`src/rtl/hnmpp.sv`:
```
// Hit-Nodule-Map: one hit flag per SSID, filled in WRITE, queried in READ, wiped by a word-per-cycle CLEAR sweep.
// Optional HNMPP_HITCOUNT_EN adds HNM_hitCount, the number of distinct flags set in the current event.
module hnmpp #(
  parameter int SSID_WIDTH = 8,
  parameter int WORD_WIDTH = 16
) (
  input  logic                  clk,
  input  logic                  reset,
  input  logic [SSID_WIDTH-1:0] SSID,
  input  logic                  write,
  input  logic                  read,
  input  logic                  clear,
  output logic                  HNM_writeReady,
  output logic                  HNM_readReady,
  output logic                  HNM_SSIDHit,
`ifdef HNMPP_HITCOUNT_EN
  output logic [SSID_WIDTH:0]   HNM_hitCount,
`endif
  output logic                  HNM_hitValid
);

  localparam int BW = $clog2(WORD_WIDTH);
  localparam int PW = SSID_WIDTH - BW;
  localparam int NW = (2**SSID_WIDTH) / WORD_WIDTH;

  typedef enum logic [1:0] {S_CLEAR, S_WRITE, S_READ} state_e;

  state_e                          state_q, state_d;
  logic [PW-1:0]                   ptr_q, ptr_d;
  logic                            hit_q, hit_d;
  logic                            vld_q, vld_d;
  logic [NW-1:0][WORD_WIDTH-1:0]   map_q, map_d;

  logic [PW-1:0] word_idx;
  logic [BW-1:0] bit_idx;
  logic          flag, wr_acc, rd_acc;

  assign word_idx = SSID[SSID_WIDTH-1:BW];
  assign bit_idx  = SSID[BW-1:0];
  assign flag     = map_q[word_idx][bit_idx];
  // clear wins over any read/write presented in the same cycle
  assign wr_acc   = write && (state_q == S_WRITE) && !clear;
  assign rd_acc   = read && (state_q != S_CLEAR) && !clear;

  always_comb begin
    state_d = state_q;
    ptr_d   = ptr_q;
    map_d   = map_q;
    hit_d   = hit_q;
    vld_d   = 1'b0;
    case (state_q)
      S_CLEAR: begin
        map_d[ptr_q] = '0;
        if (ptr_q == PW'(NW-1)) begin
          state_d = S_WRITE;
          ptr_d   = '0;
        end else begin
          ptr_d = ptr_q + 1'b1;
        end
      end
      S_WRITE: begin
        if (wr_acc) map_d[word_idx][bit_idx] = 1'b1;
        if (rd_acc) state_d = S_READ;
      end
      default: ;
    endcase
    if (rd_acc) begin
      // same-cycle write to the shared SSID bus is forwarded into the answer
      hit_d = flag | wr_acc;
      vld_d = 1'b1;
    end
    if (clear) begin
      state_d = S_CLEAR;
      ptr_d   = '0;
    end
  end

  always_ff @(posedge clk or negedge reset) begin
    if (!reset) begin
      state_q <= S_CLEAR;
      ptr_q   <= '0;
      hit_q   <= 1'b0;
      vld_q   <= 1'b0;
    end else begin
      state_q <= state_d;
      ptr_q   <= ptr_d;
      hit_q   <= hit_d;
      vld_q   <= vld_d;
    end
  end

  // storage needs no reset: the sweep that follows reset zeroes it before any read is accepted
  always_ff @(posedge clk) begin
    map_q <= map_d;
  end

  assign HNM_writeReady = (state_q == S_WRITE);
  assign HNM_readReady  = (state_q == S_WRITE) || (state_q == S_READ);
  assign HNM_SSIDHit    = hit_q;
  assign HNM_hitValid   = vld_q;

`ifdef HNMPP_HITCOUNT_EN
  localparam logic [SSID_WIDTH:0] CNT_MAX = (SSID_WIDTH+1)'(2**SSID_WIDTH);
  logic [SSID_WIDTH:0] cnt_q, cnt_d;

  always_comb begin
    cnt_d = cnt_q;
    if (wr_acc && !flag && (cnt_q != CNT_MAX)) cnt_d = cnt_q + 1'b1;
    if (clear || (state_q == S_CLEAR)) cnt_d = '0;
  end

  always_ff @(posedge clk or negedge reset) begin
    if (!reset) cnt_q <= '0;
    else        cnt_q <= cnt_d;
  end

  assign HNM_hitCount = cnt_q;
`endif

endmodule

```
`config.mk`:
```
export PLATFORM = sky130hd
export DESIGN_NAME = hnmpp
export DESIGN_NICKNAME = d
export VERILOG_FILES = /design/src/rtl/hnmpp.sv
export SDC_FILE = /design/constraint.sdc
export NUM_CORES = 1
export LEC_CHECK = 0
export CAP_MARGIN = 40
export CORE_MARGIN = 8
export CORE_UTILIZATION = 55
export DETAILED_ROUTE_END_ITERATION = 10
export PLACE_DENSITY = 0.72
export RECOVER_POWER = 25
export SLEW_MARGIN = 20
export SYNTH_ARGS = -nofsm -noshare
export SYNTH_HDL_FRONTEND = slang
export SYNTH_SLANG_ARGS = --single-unit
```
`constraint.sdc`:
```
create_clock -name clk -period 19.5 [get_ports clk]
set_input_delay 1.95 -clock clk [delete_from_list [all_inputs] [get_ports clk]]
set_output_delay 1.95 -clock clk [all_outputs]
set_load 0.03 [all_outputs]
```
==> results.cfg, run 1 <==
[detailed_routing]
dr.pass1.iters = 5
drc = 0
routed_via_density = 7.14
postRouteAntennaNets = 0
wire_per_inst_um = 28.7
drt_iter0_markers = 1311
drt_wl_total_um = 37300
vias = 9280

[finish]
final-seq-area_um2 = 7890
instances_no_fill = 1300
syn2layout_area_growth_pct = 10.9
num_antenna_cells = 0
fill_cells = 1799
final_net_count = 978
final_cell_mix = edfxtp_1 (256), a22o_1 (179), nand2_1 (115), o21ai_0 (80), mux4_2 (62)
layout_commonest_cell = edfxtp_1
drive_gt1_frac = 0.148
fin_area_um2 = 14700
multi_input_area_um2 = 4940
final_util = 0.622

[timing]
tns_ns = 0
tightest_slew_ns = 2.24
hold_ws_ns = 0.554
min_period_over_period = 0.314
slew_headroom = -0.495
setup_slack_ns = 13.38
fin_skew_ns = 0.0211
rsz0062_at_grt = no
min_period_ns = 6.12
drv_slew = 109
final-setup-viol-count = 0
max_freq_mhz = 163
hold_violations = 0

[power]
power.total_mw = 2.61
ir_drop_uv = 109
p_leak_nw = 5.19
power.density_nw_per_um2 = 178

[setup_path]
worstPathArrival_ns = 6.34
worstPathMaxFanout = 51
required_ns = 19.71
crit_chain = dlygate4sd3_1, o21ai_0, clkbuf_1, buf_16
critical_path.slowest_cell = clkbuf_1
reg2reg_depth = 6
worstSetupEndpointType = register
crit_type = primary input to register
path_depth = 4
critical_path.top_delay_family = buffers and inverters
slowest_delay_ns = 1.69
start_kind = primary input
path_buf_inv = 3

[synth]
ys_ff_latch = 264
synth_cell_types = 47
yosysSeqAreaShare = 0.597
postSynth.asyncResetShare = 0.0303
synth_fp_nets = 974
ys.flop_type = edfxtp_1
synth_area_um2 = 13200
netlist_instances = 955
syn_avg_cell_area_um2 = 13.8
yosys_warnings = 0
synth_edf_count = 256

[worst_hold_path]
hp-class = register to register
whs_path_depth = 2

[cts]
clk_pin_slew_ns = 0.06
postCtsHoldBufs = 0
clock-sinks = 264
htree_num_levels = 1
clockRootBuffer = clkbuf_16
cts_resized = 0
cts_buffer_depth = 3
post_cts_buffers = 0
clk_latency_ns = 0.55
cts_tree = yes
cts_made_buffers = 28

[grt]
grt_pass1_wl_um = 57700
antenna_found_initial = 0
grt-ovfl-total = 0
grt_pass1_vias = 9237
grt_max_degree = 59
grt.total_usage = 0.259

[run_status]
violations = max-capacitance violations, max-slew violations
outcome = finished with violations

[floorplanning]
rows = 56
die_h_um = 171
start_util = 0.561
die_width_um = 171
fp.dieArea_um2 = 29200
pin_count = 17
core_um2 = 23500

[placed_design]
dp_hpwl_um = 23000
portBuffers = 16
place_area_um2 = 13800
gp_congestion = 0.851
dp_cells = 1240
pre_cts_slack_ns = 14.57

[flow_run]
drv_cap = 4
[tightest hold or removal path: cells and delay by family, from the launching register on]
| family | cells | cell delay, ns |
|---|---|---|
| AO/OA/AOI/OAI | 1 | 0.06 |
| flip-flops | 1 | 0.34 |
| AND/OR/NAND/NOR | 1 | 0.05 |
[routing by layer]
layer | global-route usage | wire length [um] | vias up
met5 | 0 | 0 | -
met4 | 0.102 | 1190 | 0
met3 | 0.0678 | 4430 | 96
met2 | 0.395 | 17300 | 670
met1 | 0.352 | 14400 | 4640
li1 | - | - | 3874
[worst paths after layout]
path / start / to / slack [ns]
max: clear / map_q[226] / 13.38
min: map_q[209] / map_q[209] / 0.55
max reg2reg: state_q[1] / map_q[226] / 14.25
min reg2reg: map_q[209] / map_q[209] / 0.55
max in group asynchronous: reset / state_q[1] / 17.45
min in group asynchronous: reset / HNM_SSIDHit / 1.76
[power by group]
part | leakage [nW] | total, mW | switching (mW) | internal (mW)
Clock | 0.398 | 0.495 | 0.223 | 0.271
Combinational | 2.16 | 0.802 | 0.435 | 0.368
Sequential | 2.63 | 1.31 | 0.172 | 1.14
[state kept, by name (all words and copies together) (netlist names)]
name and flops:
state_q 2, ptr_q 4, HNM_SSIDHit 1, map_q 256, HNM_hitValid 1
[kinds of logic after synthesis]
group                      after synthesis  share of synthesized area
DFF                                    264                      0.597
muxes                                   79                      0.124
adders and majority gates                6                    0.00568
xor gates and xnor gates                 1                   0.000663
buffers and inverters                   90                     0.0309
and+or+nand+nor                        221                     0.0743
AOI/OAI and AO/OA                      294                      0.168
[Yosys cell counts, types with 2 or more instances]
| cell type | instances | share of area |
|---|---|---|
| mux4_2 | 62 | 0.11 |
| o311ai_0 | 2 | 0.0013 |
| and2_1 | 2 | 0.00095 |
| nand2b_1 | 7 | 0.0033 |
| ha_1 | 6 | 0.0057 |
| a2bb2oi_1 | 2 | 0.0013 |
| edfxtp_1 | 256 | 0.58 |
| a21oi_1 | 8 | 0.0030 |
| clkbuf_1 | 57 | 0.016 |
| mux4_1 | 4 | 0.0080 |
| o21ai_0 | 80 | 0.030 |
| nor2b_1 | 9 | 0.0043 |
| mux2i_1 | 11 | 0.0083 |
| nor3_1 | 21 | 0.0080 |
| mux2_2 | 2 | 0.0017 |
| dfrtp_1 | 8 | 0.015 |
| buf_2 | 14 | 0.0053 |
| nor2_1 | 30 | 0.0085 |
| inv_1 | 6 | 0.0017 |
| a22oi_1 | 2 | 0.0011 |
| a22o_1 | 179 | 0.12 |
| nor4_1 | 2 | 0.00095 |
| buf_6 | 3 | 0.0026 |
| o211ai_1 | 2 | 0.0011 |
| a2111oi_0 | 2 | 0.0013 |
| nand2_1 | 115 | 0.033 |
| buf_4 | 5 | 0.0028 |
| o22ai_1 | 4 | 0.0019 |
| buf_1 | 3 | 0.00085 |
| o31ai_1 | 4 | 0.0023 |
| nand3b_1 | 4 | 0.0023 |
| or2_2 | 3 | 0.0014 |
| and3_1 | 3 | 0.0014 |
| nor3b_1 | 3 | 0.0017 |
| nand3_1 | 18 | 0.0068 |
| a31oi_1 | 2 | 0.00095 |
| nand4_1 | 2 | 0.00095 |
| a211oi_1 | 3 | 0.0017 |
[cell type report]
class                           count  share of cell area
Sequential cell                   264               0.538
Tap cell                          319              0.0272
Multi-Input combinational cell    601               0.337
Clock inverter                     17             0.00606
Timing Repair Buffer               57              0.0383
Clock buffer                       35              0.0511
Inverter                            7             0.00179
No activity file was read; power rests on OpenSTA's default activity.
==> run 2: changes to the inputs <==
- clock period: 19.5 -> 5.2 ns (I/O delays scaled with it)
==> run 2 against run 1 <==
- the flow still finishes with violations (max-capacitance violations, max-slew violations)
- critical endpoint is now map_q[119]
- hold slack got worse by 0.20 ns
- core utilization is essentially flat
- setup slack worse by 12 ns
- flip-flop and latch count stayed put
- critical path type is now register to register
- highest routed layer unchanged
- count of clock-buffer cells in the layout decreased by 1
- final area hardly changed
==> results.cfg, run 2 (same netlist as run 1, synthesis figures left out) <==
[floorplanning]
die_width_um = 171
fp.dieArea_um2 = 29200
start_util = 0.561
pin_count = 17
core_um2 = 23500
rows = 56
die_h_um = 171

[detailed_routing]
drt_iter0_markers = 1328
topRoutingLayerUsed = met4
wl_met1_um = 14600
wire_per_inst_um = 27.8
dr.pass1.iters = 6
postRouteAntennaNets = 0
dr_wl_met2_um = 16200
routed_via_density = 7.13
dr_wl_met3_um = 4220
drt_wl_total_um = 36100
vias = 9236
drc = 0

[finish]
largest_register_ffs = 256
drive_gt1_frac = 0.161
final_cell_mix = edfxtp_1 (256), a22o_1 (179), nand2_1 (114), o21ai_0 (80), mux4_2 (62)
fill_cells = 1780
final_util = 0.623
num_antenna_cells = 0
layout_commonest_cell = edfxtp_1
registers.top_by_ff_count = map_q
final_net_count = 974
reg.largest.list = map_q: 256 flops, ptr_q: 4 flops, state_q: 2 flops
syn2layout_area_growth_pct = 10.9

[cts]
cts_tree = yes
clockRootBuffer = clkbuf_16
htree_num_levels = 1
postCtsHoldBufs = 0
cts_resized = 0
clk_latency_ns = 0.55
cts_made_buffers = 28
post_cts_buffers = 0
clk_pin_slew_ns = 0.06
cts_buffer_depth = 3
clock-sinks = 264

[flow_run]
drv_cap = 1

[timing]
min_period_ns = 3.55
drv_slew = 63
setup_slack_ns = 1.65
rsz0062_at_grt = no
tightest_slew_ns = 1.57
slew_headroom = -0.0489
hold_violations = 0
final-setup-viol-count = 0
min_period_over_period = 0.683
max_freq_mhz = 282
fin_skew_ns = 0.0160

[setup_path]
crit_type = register to register
slowest_delay_ns = 1.21
crit_chain = inv_1, ha_1, nand2_4, o21ai_0, clkbuf_1, clkbuf_2
critical_path.slowest_cell = clkbuf_2
worstPathArrival_ns = 3.68
start_kind = register
worstPathMaxFanout = 62
worstSetupEndpointType = register
path_buf_inv = 3
required_ns = 5.33
critical_path.top_delay_family = buffers and inverters

[power]
p_leak_nw = 5.22
ir_drop_uv = 764
power.density_nw_per_um2 = 666

[grt]
grt-ovfl-total = 0
grt_pass1_wl_um = 55800
antenna_found_initial = 0
grt_pass1_vias = 8805
grt.total_usage = 0.250
grt_max_degree = 189

[run_status]
violations = max-capacitance violations, max-slew violations
outcome = finished with violations

[placed_design]
gp_congestion = 0.909
dp_hpwl_um = 22300
portBuffers = 16
pre_cts_slack_ns = 1.69

[worst_hold_path]
hp-class = primary input to asynchronous set/reset pin
==> run 2: cell count changes in the layout (fill, tap and decap cells not counted), sizes merged <==
cell           change
bufinv             +3
clkdlybuf4s50      +2
clkinv             +1
buf                -2
clkinvlp           -4
dlygate4sd3        -2
clkbuf             -3
==> run 2: power breakdown <==
group | leakage [nW] | switching (mW) | internal [mW]
registers | 2.63 | 0.627 | 4.28
clock network | 0.452 | 0.834 | 1.17
logic | 2.14 | 1.57 | 1.28
total | 5.22 | 3.03 | 6.72
==> run 2: layout make-up <==
class | instances | area, um2 | area share
Sequential cell | 264 | 7890 | 0.538
Inverter | 7 | 26.3 | 0.00179
Timing Repair Buffer | 53 | 469 | 0.0320
Multi-Input combinational cell | 601 | 4970 | 0.339
Tap cell | 319 | 399 | 0.0272
Clock buffer | 34 | 744 | 0.0508
Clock inverter | 17 | 163 | 0.0111
==> run 2: metal layers <==
metal / vias up / global-route usage
li1: 3861 / -
met1: 4629 / 0.372
met2: 659 / 0.371
met3: 87 / 0.0466
met4: 0 / 0.0703
met5: - / 0
==> run 2: worst paths after layout <==
check	from	endpoint	slack, ns	depth (start not counted)
worst max-delay path	state_q[1]	map_q[119]	1.65	6
worst min-delay path	reset	ptr_q[0]	0.35	1
worst max register to register	state_q[1]	map_q[119]	1.65	6
worst min register to register	map_q[113]	map_q[113]	0.55	2
max in group asynchronous	reset	state_q[0]	4.54	1
min in group clk	map_q[113]	map_q[113]	0.55	2
==> run 2: worst register-to-register path: cells and delay by family, from the launching register on <==
family / cells / cell delay (ns)
AO/OA/AOI/OAI: 1 / 0.39
adder cells (fa/ha/maj): 1 / 0.55
buffers and inverters: 3 / 1.70
flip-flops: 1 / 0.38
AND/OR/NAND/NOR: 1 / 0.08
==> run 2: per-stage QoR <==
stage	instances	power, mW	TNS [ns]	instance area, um2	hold WS [ns]
2_1_floorplan	955	7.03	-66.73	13300	0.224
3_3_place_gp	1223	7.62	0	13600	0.531
3_5_place_dp	1236	7.72	0	13700	0.544
4_1_cts	1287	9.74	0	14600	0.283
5_1_grt	1295	10.2	0	14700	0.368
6_report	1295	9.76	0	14700	0.353
